$ cat src/rtl/a2d_spi_intf_if.sv
// Handshake between dig_core's motion block and the A2D SPI responder:
// conversion request/channel in one direction, completion flag/result in the other.
interface a2d_spi_intf_if;
    logic        strt_cnv;
    logic [2:0]  chnnl;
    logic        cnv_cmplt;
    logic [11:0] A2D_res;

    modport master (
        output strt_cnv,
        output chnnl,
        input  cnv_cmplt,
        input  A2D_res
    );

    modport slave (
        input  strt_cnv,
        input  chnnl,
        output cnv_cmplt,
        output A2D_res
    );
endinterface

$ cat src/rtl/a2d_spi_intf.sv
// A2D responder: on request runs two 16-bit SPI frames to an ADC128S-style converter
// and publishes the 12-bit result of the second frame with a held completion flag.
module a2d_spi_intf #(
    parameter int SCLK_DIV = 32
) (
    input  logic           clk,
    input  logic           rst,
    a2d_spi_intf_if.slave  a2d_bus,
    output logic           o_ss_n,
    output logic           o_sclk,
    output logic           o_mosi,
    input  logic           i_miso
);

    localparam int DIV_W = $clog2(SCLK_DIV);
    localparam logic [DIV_W-1:0] HALF_M1 = DIV_W'(SCLK_DIV / 2 - 1);
    localparam logic [DIV_W-1:0] FULL_M1 = DIV_W'(SCLK_DIV - 1);
    localparam logic [4:0]       LAST_BIT = 5'd16;

    typedef enum logic [2:0] {
        ST_IDLE = 3'd0,
        ST_FRM1 = 3'd1,
        ST_GAP  = 3'd2,
        ST_FRM2 = 3'd3,
        ST_DONE = 3'd4
    } state_t;

    state_t            r_state;
    logic [DIV_W-1:0]  r_div;
    logic [4:0]        r_bit_cnt;
    logic [15:0]       r_tx;
    // The converter's four leading bits shift straight through and are discarded
    logic [11:0]       r_rx;
    logic              r_ss_n;
    logic              r_sclk;
    logic              r_mosi;
    logic              r_cnv_cmplt;
    logic [11:0]       r_a2d_res;
    logic [15:0]       w_tx_new;
    logic [DIV_W-1:0]  w_div_next;

    assign w_tx_new   = {2'b00, a2d_bus.chnnl, 11'b000_0000_0000};
    assign w_div_next = (r_div == FULL_M1) ? {DIV_W{1'b0}} : r_div + 1'b1;

    // Conversion sequencer: acceptance, SCLK generation, shifting and completion
    always_ff @(posedge clk or posedge rst) begin
        if (rst) begin
            r_state     <= ST_IDLE;
            r_div       <= {DIV_W{1'b0}};
            r_bit_cnt   <= 5'd0;
            r_tx        <= 16'h0000;
            r_rx        <= 12'h000;
            r_ss_n      <= 1'b1;
            r_sclk      <= 1'b1;
            r_mosi      <= 1'b0;
            r_cnv_cmplt <= 1'b0;
            r_a2d_res   <= 12'h000;
        end else begin
            case (r_state)
                // DONE only marks the completion edge; it accepts requests like IDLE
                ST_IDLE, ST_DONE: begin
                    if (a2d_bus.strt_cnv) begin
                        r_tx        <= w_tx_new;
                        r_ss_n      <= 1'b0;
                        r_mosi      <= w_tx_new[15];
                        r_cnv_cmplt <= 1'b0;
                        r_div       <= {DIV_W{1'b0}};
                        r_bit_cnt   <= 5'd0;
                        r_rx        <= 12'h000;
                        r_state     <= ST_FRM1;
                    end else begin
                        r_state <= ST_IDLE;
                    end
                end
                ST_FRM1, ST_FRM2: begin
                    r_div <= w_div_next;
                    if (r_div == HALF_M1) begin
                        if (r_bit_cnt == LAST_BIT) begin
                            r_ss_n    <= 1'b1;
                            r_mosi    <= 1'b0;
                            r_div     <= {DIV_W{1'b0}};
                            r_bit_cnt <= 5'd0;
                            if (r_state == ST_FRM1) begin
                                r_state <= ST_GAP;
                            end else begin
                                r_a2d_res   <= r_rx;
                                r_cnv_cmplt <= 1'b1;
                                r_state     <= ST_DONE;
                            end
                        end else begin
                            r_sclk <= 1'b0;
                            // The first fall precedes any sample, so bit 15 is kept
                            if (r_bit_cnt != 5'd0) begin
                                r_mosi <= r_tx[4'd15 - r_bit_cnt[3:0]];
                            end else begin
                                r_mosi <= r_mosi;
                            end
                        end
                    end else if (r_div == FULL_M1) begin
                        r_sclk    <= 1'b1;
                        r_rx      <= {r_rx[10:0], i_miso};
                        r_bit_cnt <= r_bit_cnt + 5'd1;
                    end else begin
                        r_sclk <= r_sclk;
                    end
                end
                ST_GAP: begin
                    r_div <= w_div_next;
                    if (r_div == FULL_M1) begin
                        r_ss_n    <= 1'b0;
                        r_mosi    <= r_tx[15];
                        r_div     <= {DIV_W{1'b0}};
                        r_bit_cnt <= 5'd0;
                        r_state   <= ST_FRM2;
                    end else begin
                        r_state <= ST_GAP;
                    end
                end
                default: begin
                    r_state <= ST_IDLE;
                end
            endcase
        end
    end

    assign o_ss_n            = r_ss_n;
    assign o_sclk            = r_sclk;
    assign o_mosi            = r_mosi;
    assign a2d_bus.cnv_cmplt = r_cnv_cmplt;
    assign a2d_bus.A2D_res   = r_a2d_res;

endmodule
$ cat src/flat_wrapper.sv
// flat-port wrapper written by rule: the top's interface ports become plain ports
module a2d_spi_intf_flat 
#(
    parameter int SCLK_DIV = 32
)
  (clk, rst, o_ss_n, o_sclk, o_mosi, i_miso, a2d_bus_strt_cnv, a2d_bus_chnnl, a2d_bus_cnv_cmplt, a2d_bus_A2D_res);
  a2d_spi_intf_if a2d_bus_i ();
  input  logic clk;
  input  logic rst;
  output logic o_ss_n;
  output logic o_sclk;
  output logic o_mosi;
  input  logic i_miso;
  input wire logic [$bits(a2d_bus_i.strt_cnv)-1:0] a2d_bus_strt_cnv;
  input wire logic [$bits(a2d_bus_i.chnnl)-1:0] a2d_bus_chnnl;
  output wire logic [$bits(a2d_bus_i.cnv_cmplt)-1:0] a2d_bus_cnv_cmplt;
  output wire logic [$bits(a2d_bus_i.A2D_res)-1:0] a2d_bus_A2D_res;
  assign a2d_bus_i.strt_cnv = a2d_bus_strt_cnv;
  assign a2d_bus_i.chnnl = a2d_bus_chnnl;
  assign a2d_bus_cnv_cmplt = a2d_bus_i.cnv_cmplt;
  assign a2d_bus_A2D_res = a2d_bus_i.A2D_res;
  a2d_spi_intf #(.SCLK_DIV(SCLK_DIV)) u_core (.clk(clk), .rst(rst), .a2d_bus(a2d_bus_i), .o_ss_n(o_ss_n), .o_sclk(o_sclk), .o_mosi(o_mosi), .i_miso(i_miso));
endmodule
$ cat config.mk
export PLATFORM = sky130hd
export DESIGN_NAME = a2d_spi_intf_flat
export DESIGN_NICKNAME = d
export VERILOG_FILES = /design/src/rtl/a2d_spi_intf_if.sv /design/src/rtl/a2d_spi_intf.sv /design/src/flat_wrapper.sv
export SDC_FILE = /design/constraint.sdc
export NUM_CORES = 1
export LEC_CHECK = 0
export ABC_CLOCK_PERIOD_IN_PS = 2200
export CAP_MARGIN = 20
export CORE_MARGIN = 1.5
export CORE_UTILIZATION = 50
export DETAILED_ROUTE_END_ITERATION = 8
export PLACE_DENSITY = 0.84
export SLEW_MARGIN = 30
export SYNTH_ARGS = -nofsm -noshare
export SYNTH_HDL_FRONTEND = slang
export SYNTH_SLANG_ARGS = --single-unit
export TNS_END_PERCENT = 30
$ cat constraint.sdc
create_clock -name clk -period 2.2 [get_ports clk]
set_input_delay 0.44 -clock clk [delete_from_list [all_inputs] [get_ports clk]]
set_output_delay 0.44 -clock clk [all_outputs]
set_load 0.05 [all_outputs]
==> impl_metrics.ini, run 1 <==
[timing]
final-max-slew-violation-count = 0
hold_viol = 0
period_share_pct = 99.1
finalWorstPathRequiredPeriod_ps = 2180
fmax_ghz = 0.459
slew-limit-headroom_pct = 64.5
setup_violations = 0
hold_slack_ps = 468
grt_setup_unrepaired = yes
skew_ps = 6.35
totalNegativeSetupSlack_ps = 0
layout_setup_ws_ps = 20.0
measured_slew_at_the_worst_slew_check_pin_ps = 532

[logic_synthesis]
yosys.area_share.adder_pct = 3.05
yosys_register_bits = 44
synth_compound_area_share_pct = 12.4
synth_top_family_by_area = simple AND/OR/NAND/NOR gates
postSynthAreaPerCell_sq_um = 10.3
post_synth_and_or_nand_nor_area_fraction_pct = 17.3
xor_xnor_cell_area_share_of_the_yosys_netlist_pct = 0.426
netlist_instances = 199
syn_nets = 211
yosysSeqAreaShare_pct = 53.7
async_reset_ff_share_pct = 100
post_synth_num_cell_types = 44
synth_area_sq_um = 2050
postSynth.topFlopCell = dfrtp_1
yosys_warning_total = 0
synth.area.mux_share_pct = 8.65
post_synth_edffs = 0

[clock_network]
clk_root_buffer_cell = clkbuf_8
cts-hold-fix-buffers = 0
clock_tree.htree_level_count = 2
numCtsBuffers = 5
worst_skew_pair.late_latency_ps = 300
cts_tree = done
cts.reportedPaths.clkPinSlew_ps = 80
clock-sinks = 44
cts.path.max_buffers = 2

[global_routing]
grt_antenna_before_repair = 0
grt_first_pass_wirelength_um = 6100
via_count_of_the_first_global_routing_pass = 1291
grt_start_max_net_pins = 45
globalRoute.totalOverflow = 0
groute.usage.overall_pct = 18.7

[cells_and_area]
antennaDiodeCount = 0
final_instance_area_sq_um = 2470
final_cell_mix = dfrtp_1, nand2_1, clkdlybuf4s50_1
nets = 240
final_layout_size_suffix_gt1_share_pct = 16.6
areaGrowthSynthToFinish_pct = 20.4
mostFrequentLayoutCell = dfrtp_1

[floorplan]
ioPinCount = 23
rows = 23
die-area_sq_um = 4500
die_height_um = 67.1
core_region_area_sq_um = 3970
dieWidth_um = 67.1
start_util_pct = 51.7

[setup_path]
slowest_delay_ps = 480
endpoint = u_core.r_bit_cnt[3]
critPathLaunch = u_core.r_div[0]
worstReg2RegEnd = u_core.r_bit_cnt[3]
timing.critical_path.arrival_ps = 2410
worstPathCellList = ha_1 -> and3_1 -> ha_2 -> nor2_1 -> a221o_1 -> or4_1 -> a21oi_1
r2r_cells = 7
critical-path-top-delay-family = simple AND/OR/NAND/NOR gates
critical-path-slowest-cell = or4_1
timing.critical_path.from_type = register
worstSetupPathDepth = 7
worst-r2r-setup-slack_ps = 20
r2r_path_start = u_core.r_div[0]
criticalPathCategory = reg -> reg
req_time_crit_path_ps = 2430
worstSetupEndpointType = register
worstPathBufferInverterCount = 0
crit_path_max_fanout = 6

[power_and_ir_drop]
power_density_nw_per_um2 = 543
vdd.ir_drop.worst_mv = 0.403
total_power_mw = 1.34
power.static_leakage_nw = 1.14

[hold_path]
worst_hold_path_type = reg -> reg

[placement]
placement.io_buffers = 22
detailedPlacementHpwl_um = 2660
placed_area_sq_um = 2370
gp_congestion = 0.772
pre_cts_ws_ps = -193

[routing]
detail_route.wl_per_cell_um = 14.2
routed_via_density = 5.51
drc = 0
ant_nets = 0
detail_route.iter0.violations = 63
num_vias = 1538
detailedRoute.firstPassIterationCount = 6
final_wirelength_um = 3970

[outcome]
run_status = complete, no violations

[flow_run]
drv.max_cap_violation_count = 0
==> registers in the layout (all words and copies together), names as in the netlist <==
register	flops
u_core.r_tx	3
u_core.r_bit_cnt	5
u_core.r_rx	12
u_core.r_state	3
u_core.o_ss_n	1
u_core.a2d_bus.cnv_cmplt	1
u_core.a2d_bus.A2D_res	12
u_core.r_div	5
u_core.o_sclk	1
u_core.o_mosi	1
==> routing by layer <==
layer | routed length (um) | global-route usage [%] | part of all wire [%]
met5 | 0 | 0 | 0
met1 | 1790 | 24.6 | 45
met3 | 216 | 6.42 | 5.4
met2 | 1930 | 28.3 | 49
met4 | 37 | 7.65 | 0.93
==> Yosys cell counts (2+ instances only) <==
master	instances	area share, %
dfrtp_1	42	51
nand2_1	41	7.5
o21ai_0	17	4.1
mux2_2	13	7.1
inv_1	9	1.6
clkbuf_1	8	1.5
a21oi_1	6	1.5
nor2_1	6	1.1
ha_1	5	3.0
nand3_1	4	0.97
or4_1	3	1.1
a221o_1	2	0.97
and2_1	2	0.61
buf_6	2	1.1
dfstp_2	2	2.6
mux2i_1	2	0.97
nand2b_1	2	0.61
nand3b_1	2	0.73
nor2b_1	2	0.61
nor3_1	2	0.49
nor4b_1	2	0.85
o21a_1	2	0.73
o31ai_1	2	0.73
==> final cells by class <==
class                           instances  area (sq um)
Fill cell                             322          1500
Sequential cell                        44          1100
Multi-Input combinational cell        135           870
Timing Repair Buffer                   33           315
Clock buffer                            6          72.6
Tap cell                               50          62.6
Inverter                                9          33.8
Clock inverter                          2          16.3
==> stage by stage <==
stage / cells / util (%)
3_3_place_gp: 271 / 59.8
2_1_floorplan: 199 / -
3_5_place_dp: 271 / 59.8
6_report: 279 / 62.3
4_1_cts: 279 / 62.1
5_1_grt: 279 / 62.3
==> cells by family (layout without fill, tap and decap cells) <==
| logic type | count (synthesis) | in the layout |
|---|---|---|
| simple gates | 73 | 73 |
| flops | 44 | 44 |
| compound gates | 40 | 40 |
| buf+inv | 20 | 50 |
| mux | 16 | 16 |
| fa+ha+maj | 5 | 5 |
| xor+xnor | 1 | 1 |
==> how the worst min path moves through the flow <==
stage	startpoint	to	cells after the start
2_1_floorplan	u_core.r_tx[12]	u_core.r_tx[12]	2
4_1_cts	u_core.o_sclk	u_core.o_sclk	2
3_5_place_dp	u_core.o_sclk	u_core.o_sclk	2
6_report	u_core.o_sclk	u_core.o_sclk	2
3_3_place_gp	u_core.r_tx[11]	u_core.r_tx[11]	2
5_1_grt	u_core.r_tx[12]	u_core.r_tx[12]	2
==> power breakdown <==
group          total, mW  switching (mW)  internal [mW]
registers          0.811         0.00138          0.810
logic             0.0293          0.0175         0.0118
clock network      0.503           0.277          0.226
total               1.34           0.296           1.05
==> what timing repair did <==
item | CTS | global route
gates resized for setup | 1 | 2
buffers inserted | 0 | 0
pin swaps | 0 | 0
setup endpoints to repair | 1 | 4
==> tightest hold or removal path, delay by kind of cell, from the launching register on <==
kind	cells	cell delay [ps]
AOI/OAI and AO/OA	1	50
buffers and inverters	1	40
DFF	1	370
Power figures use the tool's default switching activity.
==> run 2: changes to the inputs <==
RECOVER_POWER = 100   (was unset)
SKIP_CTS_REPAIR_TIMING = 1   (was unset)
==> run 2 against run 1 <==
- worst setup slack improved by 62 ps
- largest cell class unchanged
- worst hold slack barely moved
- sequential share of layout area fell by 0.29 points
- clock power rose by 1%
- combinational power fell by 4%
- non-clock buffer count did not move
- final area rose by 0.66%
- total power rose by 0.32%
- sequential power barely moved
- via count fell by 0.26%
==> impl_metrics.ini, run 2 (synthesis gave the netlist of run 1 again) <==
[clock_network]
cts_tree = done
clock-sinks = 44
worst_skew_pair.late_latency_ps = 310
clk_root_buffer_cell = clkbuf_8
numCtsBuffers = 5
cts.path.max_buffers = 2
clock_tree.htree_level_count = 2
cts.reportedPaths.clkPinSlew_ps = 80

[cells_and_area]
final_layout_size_suffix_gt1_share_pct = 16.6
mostFrequentLayoutCell = dfrtp_1
multi_input_area_sq_um = 895
nets = 240
final_cell_mix = dfrtp_1, nand2_1, clkdlybuf4s50_1
fillerInstances = 319
antennaDiodeCount = 0
areaGrowthSynthToFinish_pct = 21.2
layout.area.seq_sq_um = 1100

[power_and_ir_drop]
vdd.ir_drop.worst_mv = 0.404
clockPowerShare_pct = 37.7
power.net_switching_mw = 0.301
p_int_mw = 1.05
power.static_leakage_nw = 1.14
power.share.sequential_pct = 60.2
sw_frac_of_total_pct = 22.3
power_density_nw_per_um2 = 541
power.combinational.fraction_pct = 2.1
total_power_mw = 1.35

[timing]
final-max-slew-violation-count = 0
setup_violations = 0
layout_setup_ws_ps = 82.0
finalWorstPathRequiredPeriod_ps = 2120
fmax_ghz = 0.472
grt_setup_unrepaired = no
measured_slew_at_the_worst_slew_check_pin_ps = 1040
hold_viol = 0
period_share_pct = 96.3
skew_ps = 6.59
slew-limit-headroom_pct = 30.5

[placement]
gp_congestion = 0.772
detailedPlacementHpwl_um = 2660
placement.io_buffers = 22
pre_cts_ws_ps = -193

[setup_path]
req_time_crit_path_ps = 2430
timing.critical_path.from_type = register
criticalPathCategory = reg -> reg
critPathLaunch = u_core.r_div[0]
r2r_path_start = u_core.r_div[0]
worstReg2RegEnd = u_core.r_bit_cnt[3]
timing.critical_path.arrival_ps = 2350
endpoint = u_core.r_bit_cnt[3]
worst-r2r-setup-slack_ps = 80
r2r_cells = 7
crit_path_max_fanout = 6
worstSetupEndpointType = register

[global_routing]
grt_first_pass_wirelength_um = 6090
grt_start_max_net_pins = 45
grt_antenna_before_repair = 0
globalRoute.totalOverflow = 0
groute.usage.overall_pct = 18.7
via_count_of_the_first_global_routing_pass = 1291

[routing]
routed_via_density = 5.50
ant_nets = 0
final_wirelength_um = 3940
detailedRoute.firstPassIterationCount = 4
detail_route.iter0.violations = 67
num_vias = 1534
drc = 0
detail_route.wl_per_cell_um = 14.1

[floorplan]
start_util_pct = 51.7
dieWidth_um = 67.1
die-area_sq_um = 4500
rows = 23
ioPinCount = 23
die_height_um = 67.1
core_region_area_sq_um = 3970

[outcome]
run_status = complete, no violations

[flow_run]
drv.max_cap_violation_count = 0

[hold_path]
worst_hold_path_type = reg -> reg
==> run 2: cell count changes in the layout (fill, tap and decap cells not counted), sizes merged <==
| cell | before | now |
|---|---|---|
| clkdlybuf4s50 | 22 | 21 |
| clkbuf | 6 | 9 |
| buf | 11 | 8 |
| dlygate4sd3 | 0 | 1 |
==> run 2: power groups by stage <==
| stage | logic [mW] | clock network [mW] | registers, mW |
|---|---|---|---|
| 5_1_grt | 0.0332 | 0.556 | 0.812 |
| 2_1_floorplan | 0.0136 | 0 | 0.827 |
| 3_5_place_dp | 0.0305 | 0 | 0.827 |
| 6_report | 0.0281 | 0.508 | 0.811 |
| 4_1_cts | 0.0307 | 0.525 | 0.811 |
| 3_3_place_gp | 0.0301 | 0 | 0.827 |
==> run 2: final cells by class <==
type / count / area share, %
clock inverter: 2 / 0.653
inverter: 9 / 1.36
tap: 50 / 2.51
timing repair buffer: 33 / 12.3
clock buffer: 6 / 2.91
sequential: 44 / 44.3
multi-input combinational: 135 / 35.9
==> run 2: worst max-delay path: stages, from the launching register on <==
cell and delay (ps):
dfrtp_1 390, ha_1 220, and3_4 230, ha_4 170
nor2_1 50, a221o_1 360, or4_1 480, a21oi_1 150
==> run 2: how the worst min path moves through the flow <==
| stage | cells past startpoint | endpoint | from |
|---|---|---|---|
| after global routing | 2 | u_core.r_tx[12] | u_core.r_tx[12] |
| after detailed placement | 2 | u_core.o_sclk | u_core.o_sclk |
| final | 2 | u_core.o_sclk | u_core.o_sclk |
| after CTS | 2 | u_core.o_sclk | u_core.o_sclk |
| after floorplan | 2 | u_core.r_tx[12] | u_core.r_tx[12] |
| after global placement | 2 | u_core.r_tx[11] | u_core.r_tx[11] |
==> run 2: per-stage QoR <==
| stage | utilization [%] | cells | setup TNS, ps | hold WS (ps) | cell area (sq um) |
|---|---|---|---|---|---|
| floorplan | - | 199 | 0 | 440 | 2050 |
| global route | 62.7 | 279 | 0 | 502 | 2490 |
| global placement | 59.8 | 271 | -387 | 461 | 2370 |
| CTS | 62.0 | 279 | -6.31 | 472 | 2460 |
| finish | 62.7 | 279 | 0 | 468 | 2490 |
| detailed placement | 59.8 | 271 | -575 | 458 | 2370 |
==> run 2: per-layer routing <==
| layer | share of wire (%) | global-route usage, % | wire (um) |
|---|---|---|---|
| met1 | 45 | 24.5 | 1790 |
| met2 | 48 | 28.3 | 1880 |
| met3 | 5.4 | 6.42 | 212 |
| met4 | 1.5 | 7.65 | 58 |
| met5 | 0 | 0 | 0 |
==> run 3: changes to the inputs <==
GPL_ROUTABILITY_DRIVEN = 0   (was unset)
==> results of run 3 <==
No change in the layout: final DEF, timing and power equal those of run 2.
